**src/rtl/spi_pkg.sv**
```systemverilog
// Shared definitions for the SPI register-access controller.
// Holds the FSM encoding, command-byte layout and the default idle byte.
package spi_pkg;

    localparam int         ADDR_W        = 7;
    localparam int         CMD_RD_BIT    = 7;
    localparam logic [7:0] IDLE_BYTE_DEF = 8'hA5;

    typedef enum logic [2:0] {
        ST_IDLE    = 3'd0,
        ST_WDATA   = 3'd1,
        ST_RD_REQ  = 3'd2,
        ST_RD_WAIT = 3'd3,
        ST_RDATA   = 3'd4
    } state_t;

endpackage

```
**src/rtl/sync_edge_det.sv**
```systemverilog
// N-flop synchronizer with an all-ones level output or a rising-edge output.
// Latency: STAGES cycles to the level; the rise output is combinational on the synced level.
module sync_edge_det #(
    parameter int STAGES  = 3,
    parameter bit RST_VAL = 1'b0,
    parameter bit RISE    = 1'b0
) (
    input  logic clk,
    input  logic rst,
    input  logic i_din,
    output logic o_ev
);

    logic [STAGES-1:0] r_sync;
    logic              r_lvl_d;
    logic              w_lvl;

    // Level requires every stage high, so short glitches never reach it.
    assign w_lvl = &r_sync;
    assign o_ev  = RISE ? (w_lvl & ~r_lvl_d) : w_lvl;

    always_ff @(posedge clk or posedge rst) begin
        if (rst) begin
            r_sync  <= {STAGES{RST_VAL}};
            r_lvl_d <= RST_VAL;
        end else begin
            r_sync[0] <= i_din;
            for (int i = 1; i < STAGES; i++) begin
                r_sync[i] <= r_sync[i-1];
            end
            r_lvl_d <= w_lvl;
        end
    end

endmodule

```
**src/rtl/spi_reg_ctrl.sv**
```systemverilog
// Turns the spi_slave byte stream into framed register reads/writes with auto-increment.
// Write strobe 2 cycles after rec_flag rises; read data on send_data 4 cycles after; NCS-high aborts.
module spi_reg_ctrl
    import spi_pkg::*;
#(
    parameter logic [7:0] IDLE_BYTE = IDLE_BYTE_DEF,
    parameter bit         AUTO_INC  = 1'b1
) (
    input  logic              clk,
    input  logic              rst,
    input  logic              ncs,
    input  logic              rec_flag,
    input  logic [7:0]        rec_data,
    output logic [7:0]        send_data,
    output logic [ADDR_W-1:0] reg_addr,
    output logic [7:0]        reg_wdata,
    output logic              reg_wr_en,
    output logic              reg_rd_en,
    input  logic [7:0]        reg_rdata,
    output logic              frame_done,
    output logic              busy
);

    state_t            r_state;
    state_t            w_state_nxt;
    logic              w_ncs_high;
    logic              w_byte_ev;
    logic [ADDR_W-1:0] r_addr;
    logic [ADDR_W-1:0] w_addr_inc;
    logic [7:0]        r_send_data;
    logic [ADDR_W-1:0] r_reg_addr;
    logic [7:0]        r_reg_wdata;
    logic              r_wr_en;
    logic              r_rd_en;
    logic              r_frame_done;
    logic              r_busy;
    logic              w_wr_en_nxt;
    logic              w_rd_en_nxt;
    logic [ADDR_W-1:0] w_reg_addr_nxt;
    logic [7:0]        w_wdata_nxt;

    sync_edge_det #(.STAGES(3), .RST_VAL(1'b1), .RISE(1'b0)) u_ncs_sync (
        .clk   (clk),
        .rst   (rst),
        .i_din (ncs),
        .o_ev  (w_ncs_high)
    );

    sync_edge_det #(.STAGES(1), .RST_VAL(1'b0), .RISE(1'b1)) u_rec_edge (
        .clk   (clk),
        .rst   (rst),
        .i_din (rec_flag),
        .o_ev  (w_byte_ev)
    );

    assign w_addr_inc = r_addr + ADDR_W'(AUTO_INC);

    always_ff @(posedge clk or posedge rst) begin
        if (rst) r_state <= ST_IDLE;
        else     r_state <= w_state_nxt;
    end

    always_comb begin
        w_state_nxt = r_state;
        if (w_ncs_high) begin
            w_state_nxt = ST_IDLE;
        end else begin
            case (r_state)
                ST_IDLE:    if (w_byte_ev) w_state_nxt = rec_data[CMD_RD_BIT] ? ST_RD_REQ : ST_WDATA;
                ST_WDATA:   w_state_nxt = ST_WDATA;
                ST_RD_REQ:  w_state_nxt = ST_RD_WAIT;
                ST_RD_WAIT: w_state_nxt = ST_RDATA;
                ST_RDATA:   if (w_byte_ev) w_state_nxt = ST_RD_REQ;
                default:    w_state_nxt = ST_IDLE;
            endcase
        end
    end

    // Read strobe is registered on entry to RD_REQ so that reg_rdata lands in RD_WAIT.
    always_comb begin
        w_wr_en_nxt    = 1'b0;
        w_rd_en_nxt    = 1'b0;
        w_reg_addr_nxt = r_reg_addr;
        w_wdata_nxt    = r_reg_wdata;
        if (!w_ncs_high) begin
            if (r_state == ST_WDATA && w_byte_ev) begin
                w_wr_en_nxt    = 1'b1;
                w_reg_addr_nxt = r_addr;
                w_wdata_nxt    = rec_data;
            end
            if (w_state_nxt == ST_RD_REQ) begin
                w_rd_en_nxt    = 1'b1;
                w_reg_addr_nxt = (r_state == ST_IDLE) ? rec_data[ADDR_W-1:0] : r_addr;
            end
        end
    end

    always_ff @(posedge clk or posedge rst) begin
        if (rst) begin
            r_addr       <= '0;
            r_send_data  <= IDLE_BYTE;
            r_reg_addr   <= '0;
            r_reg_wdata  <= '0;
            r_wr_en      <= 1'b0;
            r_rd_en      <= 1'b0;
            r_frame_done <= 1'b0;
            r_busy       <= 1'b0;
        end else begin
            r_reg_addr   <= w_reg_addr_nxt;
            r_reg_wdata  <= w_wdata_nxt;
            r_wr_en      <= w_wr_en_nxt;
            r_rd_en      <= w_rd_en_nxt;
            r_frame_done <= w_ncs_high & r_busy;
            if (w_ncs_high) begin
                r_send_data <= IDLE_BYTE;
                r_busy      <= 1'b0;
            end else begin
                case (r_state)
                    ST_IDLE: begin
                        if (w_byte_ev) begin
                            r_addr <= rec_data[ADDR_W-1:0];
                            r_busy <= 1'b1;
                        end
                    end
                    ST_WDATA:   if (w_byte_ev) r_addr <= w_addr_inc;
                    ST_RD_WAIT: begin
                        r_send_data <= reg_rdata;
                        r_addr      <= w_addr_inc;
                    end
                    default: ;
                endcase
            end
        end
    end

    assign send_data  = r_send_data;
    assign reg_addr   = r_reg_addr;
    assign reg_wdata  = r_reg_wdata;
    assign reg_wr_en  = r_wr_en;
    assign reg_rd_en  = r_rd_en;
    assign frame_done = r_frame_done;
    assign busy       = r_busy;

endmodule
```
**config.mk**
```make
export PLATFORM = sky130hd
export DESIGN_NAME = spi_reg_ctrl
export DESIGN_NICKNAME = d
export VERILOG_FILES = /design/src/rtl/spi_pkg.sv /design/src/rtl/sync_edge_det.sv /design/src/rtl/spi_reg_ctrl.sv
export SDC_FILE = /design/constraint.sdc
export NUM_CORES = 1
export LEC_CHECK = 0
export ABC_AREA = 1
export BUFFER_PORTS_ARGS = -buffer_cell sky130_fd_sc_hd__buf_2
export CAP_MARGIN = 10
export CORE_AREA = 2 2 77 79
export DETAILED_ROUTE_END_ITERATION = 6
export DIE_AREA = 0 0 79 81
export SLEW_MARGIN = 10
export SYNTH_ARGS = -nofsm -noshare
export SYNTH_HDL_FRONTEND = slang
export SYNTH_SLANG_ARGS = --single-unit
```
**constraint.sdc**
```tcl
create_clock -name clk -period 1.4 [get_ports clk]
set_clock_uncertainty 0.1 [all_clocks]
set_input_delay 0.07 -clock clk [delete_from_list [all_inputs] [get_ports clk]]
set_output_delay 0.07 -clock clk [all_outputs]
set_load 0.01 [all_outputs]
```
---- Word-level counts from Yosys, hierarchy flattened ----
Cells that the tools add are included.
operators by class
  add/sub/neg operators ................... 1
  equality and inequality tests ........... 7
  mux-type cells .......................... 20
  bitwise operators ....................... 4
  reduce and logical (&&, ||, !) cells .... 12
operators with widths
  kind                 number
  $mux 7               5
  $pmux 7 s3           1
  $mux 8               2
  $pmux 3 s5           1
  $eq 3x2->1 const B   3
  $mux 3               3
  $reduce_bool 2->1    4
  $add 7x1->7 const B  1
  $mux 1               7
  $reduce_and 2->1     3
  $ne 2x2->1 const B   2
  $reduce_and 4->1     1
  $eq 3x1->1 const B   1
  $eq 3x3->1 const B   1
  $logic_not 3->1      1
  $reduce_and 3->1     1
  $reduce_bool 3->1    1
  $and 1x1->1          2
  $mux 2               1
  $not 1->1            2
  $logic_and 1x1->1    1
storage, ports and cells
  register bits after elaboration ......... 42
  input port bits ......................... 20
  output and inout bits ................... 27
  word-level logic and storage cells ...... 56

---- Longest topological paths before layout ----
  depth in word-level cells ............... 8
  mapped depth ............................ 8
  mapped depth without buffers ............ 8

---- Hierarchy ----
From an unflattened synthesis, not the netlist that was laid out.
second synthesis, totals
  cell total of the unflattened synthesis .. 243
  area total of the unflattened synthesis .. 2,031.9 um2
modules (own cells, without submodules)
  module                       instances  cells an instance  area each (um2)  seq. area each (um2)
  spi_reg_ctrl                 1          231                1,871.8          930.9
  sync_edge_det at u_ncs_sync  1          7                  96.3             78.8
  sync_edge_det at u_rec_edge  1          5                  63.8             50.0

---- Worst setup path before layout ----
OpenSTA, ideal clock, no wires.
  kind .................................... reg-to-reg
  start point ............................. register u_ncs_sync.r_sync[0]
  end point ............................... register r_reg_addr[5], in the netlist reg_addr[5]
  setup time .............................. 0.125 ns
  arrival time ............................ 1.223 ns
  required time ........................... 1.175 ns
  path slack .............................. -0.047 ns
  stages on the path, launching flop included .. 8
  path buffers ............................ 0
  clock period less this slack ............ 1.447 ns
  cell sequence ........................... dfstp_2 -> nand3_2 -> inv_2 -> nor2_1 -> nand2_2 -> nand3_4 -> nand3_1 -> nand3_1
between the ends
  cells in the longest elaborated chain, start to end .. 5
  elaborated cells between the ends (all ways) .. 7
  classes of those cells .................. eq/ne: 1; mux: 2; bitwise: 1; reduce/logical: 3
ends and longest elaborated chain
  element                           line                 text
  start: declaration                sync_edge_det.sv:14  logic [STAGES-1:0] r_sync;
  start signal: assignment          sync_edge_det.sv:24  r_sync <= {STAGES{RST_VAL}};
  start signal: assignment          sync_edge_det.sv:27  r_sync[0] <= i_din;
  start signal: indexed assignment  sync_edge_det.sv:29  r_sync[i] <= r_sync[i-1];
  $reduce_and 3->1 *                sync_edge_det.sv:19  assign w_lvl = &r_sync;
  $mux 3                            spi_reg_ctrl.sv:65   if (w_ncs_high) begin
  $eq 3x2->1                        spi_reg_ctrl.sv:91   if (w_state_nxt == ST_RD_REQ) begin
  $reduce_bool 2->1 (no line)       -
  $reduce_and 2->1 (no line)        -
  end signal: assignment            spi_reg_ctrl.sv:109  r_reg_addr <= w_reg_addr_nxt;
  end: declaration                  spi_reg_ctrl.sv:31   logic [ADDR_W-1:0] r_reg_addr;
Mark *: on every way between the ends. The rest lies on a longest branch, timed or not.
A chain may end at the register's enable or synchronous reset.

---- Worst setup path after layout ----
  start point ............................. register r_state[0]
  end point ............................... register r_reg_addr[3], in the netlist reg_addr[3]
between the ends
  cells in the longest elaborated chain, start to end .. 6
  elaborated cells between the ends (all ways) .. 15
  classes of those cells .................. eq/ne: 5; mux: 6; reduce/logical: 4
ends and longest elaborated chain
  element                             line                text
  start: declaration                  spi_reg_ctrl.sv:24  state_t r_state;
  start signal: assignment            spi_reg_ctrl.sv:60  else r_state <= w_state_nxt;
  $eq 3x3->1 (tied with other cells)  spi_reg_ctrl.sv:68  case (r_state)
  $pmux 3 s5                          spi_reg_ctrl.sv:68
  $mux 3                              spi_reg_ctrl.sv:65
  $eq 3x2->1                          spi_reg_ctrl.sv:91
  $reduce_bool 2->1 (no line)         -
  $reduce_and 2->1 (no line)          -
Parallel ways exist; a longest one is shown, timed or not.

==> results.cfg <==
[run_status]
outcome = finished clean

[timing]
fin_crit_sh_pct = 99.3
timing.fmax_mhz = 719
setup_viol = 0
worst_slew_pin_slew_ps = 256
maxSlewViolCount = 0
layout_min_cycle_time_ps = 1390
final.setup.worst_slack_ps = 9.99
rsz0062_at_grt = true
finalSetupTns_ps = 0
slew_headroom_pct = 82.9
hold_slack_ps = 14.7
hold_violations = 0

[run]
cap_violations = 0

[global_routing]
grt_start_max_net_pins = 43
grt_pass1_vias = 1677
grtUsageTotal_pct = 15.0
grt_remaining_overflow = 0
grt_pass1_wl_um = 7430
antenna_found_initial = 0

[floorplanning]
io_pins = 47
rows = 28
die_y_um = 81
initial_core_util_pct = 33.8
die_area_sq_um = 6400
dieWidth_um = 79
core_area_sq_um = 5680

[final_layout]
antennaDiodeCount = 0
nets = 319
final_common_cell = buf_2
final_cell_mix = buf_2, nand2_1, dfrtp_1
drive_gt1_share_pct = 37.5
fin_util_pct = 48.5
area_growth_pct = 43.6

[clocking]
cts_tree = done
htreeDepth = 2
insertion_delay_ps = 290
cts-root-buf = clkbuf_8
clk_pin_slew_ps = 80
cts.sinks = 42
numCtsBuffers = 5
clockBufferDepth = 2

[route]
drc = 0
antenna_left = 0
viasPerCell = 4.61
first_pass_iters = 4
routedWlPerCell_um = 12.0
num_vias = 1725
drt_iter0_drc = 110
wirelength_um = 4480

[worst_setup_path]
critPathMaxStageDelay_ps = 470
cp_num_buf_inv = 0
crit_slowest_cell = dfrtp_2
cp.arrival_ps = 1480
startpoint = r_state[0]$_DFF_PP0_
crit_chain = nor2_4 > nand4_1 > nand2_4 > nand3_4 > nand3_2 > nand3_2
worstRegToRegCells = 6
critical_path_required_ps = 1490
r2r_start = r_state[0]$_DFF_PP0_
crit_family = simple AND/OR/NAND/NOR gates
r2r_setup_slack_ps = 10
r2r_end = reg_addr[3]$_DFFE_PP0P_
cp-end-kind = flip-flop
critPathKind = reg2reg
startpoint_type = flip-flop
cp_common_cell = nand3_2
crit_fanout = 8

[power_and_ir_drop]
clockPowerShare_pct = 14.8
intPower_w = 0.00330
switching_power_w = 0.00224
power.density_nw_per_um2 = 2020
power.sequential.fraction_pct = 36.8
combPwrFrac_pct = 48.4
ir_drop_uv = 687
leakagePower_nw = 1.39
swShare_pct = 40.4

[min_path]
holdPathEnd = reg_wdata[4]$_DFFE_PP0P_
worstHoldPathCells = 3
hp-class = in2reg
hold_start = rec_data[4]

[placed_design]
port_buffers = 46
dp_slack_ps = -37.3
gp_congestion = 0.830
place_hpwl_um = 3110

[logic_synthesis]
muxShareOfSynthArea_pct = 0
synth_seq_cells = 42
synth_area_sq_um = 1920
yosysSeqAreaShare_pct = 55.3
synth_compound_gate_area_share_pct = 12.5
avgSynthCellArea_sq_um = 8.99
synth_xor_area_share_pct = 1.37
ys_types = 26
yosys.area_share.adder_pct = 0.653
ys.warnings.count = 0
synth.net_count = 234
syn_inst = 213
synth_simple_gate_area_share_pct = 23.8
synth_top_family_by_area = simple AND/OR/NAND/NOR gates
## cells by family (layout without fill, tap and decap cells)
family                   count (synthesis)  count (layout)
AO/OA/AOI/OAI                           40              40
XOR/XNOR                                 3               3
adder cells (fa/ha/maj)                  1               1
buffers and inverters                   30             116
flip-flops                              42              42
AND/OR/NAND/NOR                         97              97
## synth_stat cells, drive strengths merged
cell type | n | area [sq um]
nand2 | 49 | 191
dfrtp | 35 | 876
inv | 24 | 90.1
o21ai | 23 | 115
nand3 | 22 | 133
nor2 | 17 | 76.3
nand4 | 9 | 56.3
a21oi | 7 | 35.0
dfstp | 7 | 184
a22o | 4 | 35.0
buf | 4 | 22.5
o22a | 4 | 35.0
clkbuf | 2 | 7.51
xnor2 | 2 | 17.5
ha | 1 | 12.5
o21bai | 1 | 7.51
o31ai | 1 | 12.5
xor2 | 1 | 8.76
## worst max path at each step
stage                                          end  slack [ps]  cells past startpoint
after detailed placement  send_data[2]$_DFFE_PP1P_         -40                      5
after floorplan            reg_addr[5]$_DFFE_PP0P_         0.6                      7
after CTS                  reg_addr[6]$_DFFE_PP0P_           2                      7
final                      reg_addr[3]$_DFFE_PP0P_          10                      6
after global routing       reg_addr[6]$_DFFE_PP0P_        -100                      7
after global placement    send_data[5]$_DFFE_PP1P_         -20                      5
## metrics by stage
step,power [W],cell area [sq um],instances
2_1_floorplan,0.00357,1920,213
3_3_place_gp,0.00446,2380,345
3_5_place_dp,0.00450,2380,345
4_1_cts,0.00545,2690,374
5_1_grt,0.00605,2750,374
6_report,0.00555,2750,374
## registers in the layout, summed over array words and instances (netlist names)
name and flops:
busy 1, frame_done 1, r_addr 7, r_state 3, reg_addr 7, reg_rd_en 1, reg_wdata 8, reg_wr_en 1
send_data 8, u_ncs_sync.r_sync 3, u_rec_edge.r_lvl_d 1, u_rec_edge.r_sync 1
## metal layers
| metal | track usage [%] | wire [um] | vias to the layer above |
|---|---|---|---|
| met4 | 7.24 | 50 | 0 |
| li1 | - | - | 881 |
| met3 | 4.00 | 212 | 4 |
| met5 | 0 | 0 | - |
| met2 | 23.9 | 2080 | 43 |
| met1 | 19.1 | 2140 | 797 |
## area by class of cell
| cell class | count | area, sq um |
|---|---|---|
| clock buffer | 6 | 82.6 |
| inverter | 24 | 92.6 |
| multi-input combinational | 141 | 802 |
| clock inverter | 2 | 12.5 |
| sequential | 42 | 1060 |
| tap | 75 | 93.8 |
| fill | 552 | 2920 |
| timing repair buffer | 84 | 606 |
## power by group through the flow
stage | Sequential [W] | Combinational (W) | Clock, W
global placement | 0.00203 | 0.00242 | 0
CTS | 0.00201 | 0.00259 | 0.000846
detailed placement | 0.00204 | 0.00247 | 0
floorplan | 0.00214 | 0.00143 | 0
finish | 0.00204 | 0.00269 | 0.000819
global route | 0.00211 | 0.00303 | 0.000909
## what timing repair did
action,in CTS,in global routing
pin swaps,1,8
resized for setup,4,17
setup buffers,3,0
hold buffers,18,0
endpoints found under the setup margin,11,26
endpoints found under the hold margin,60,0
gates cloned,0,0
## worst min-delay path: cells and delay by family
| family | cells | cell delay, ps |
|---|---|---|
| compound gates | 1 | 140 |
| buf+inv | 2 | 160 |
Power figures use the tool's default switching activity.
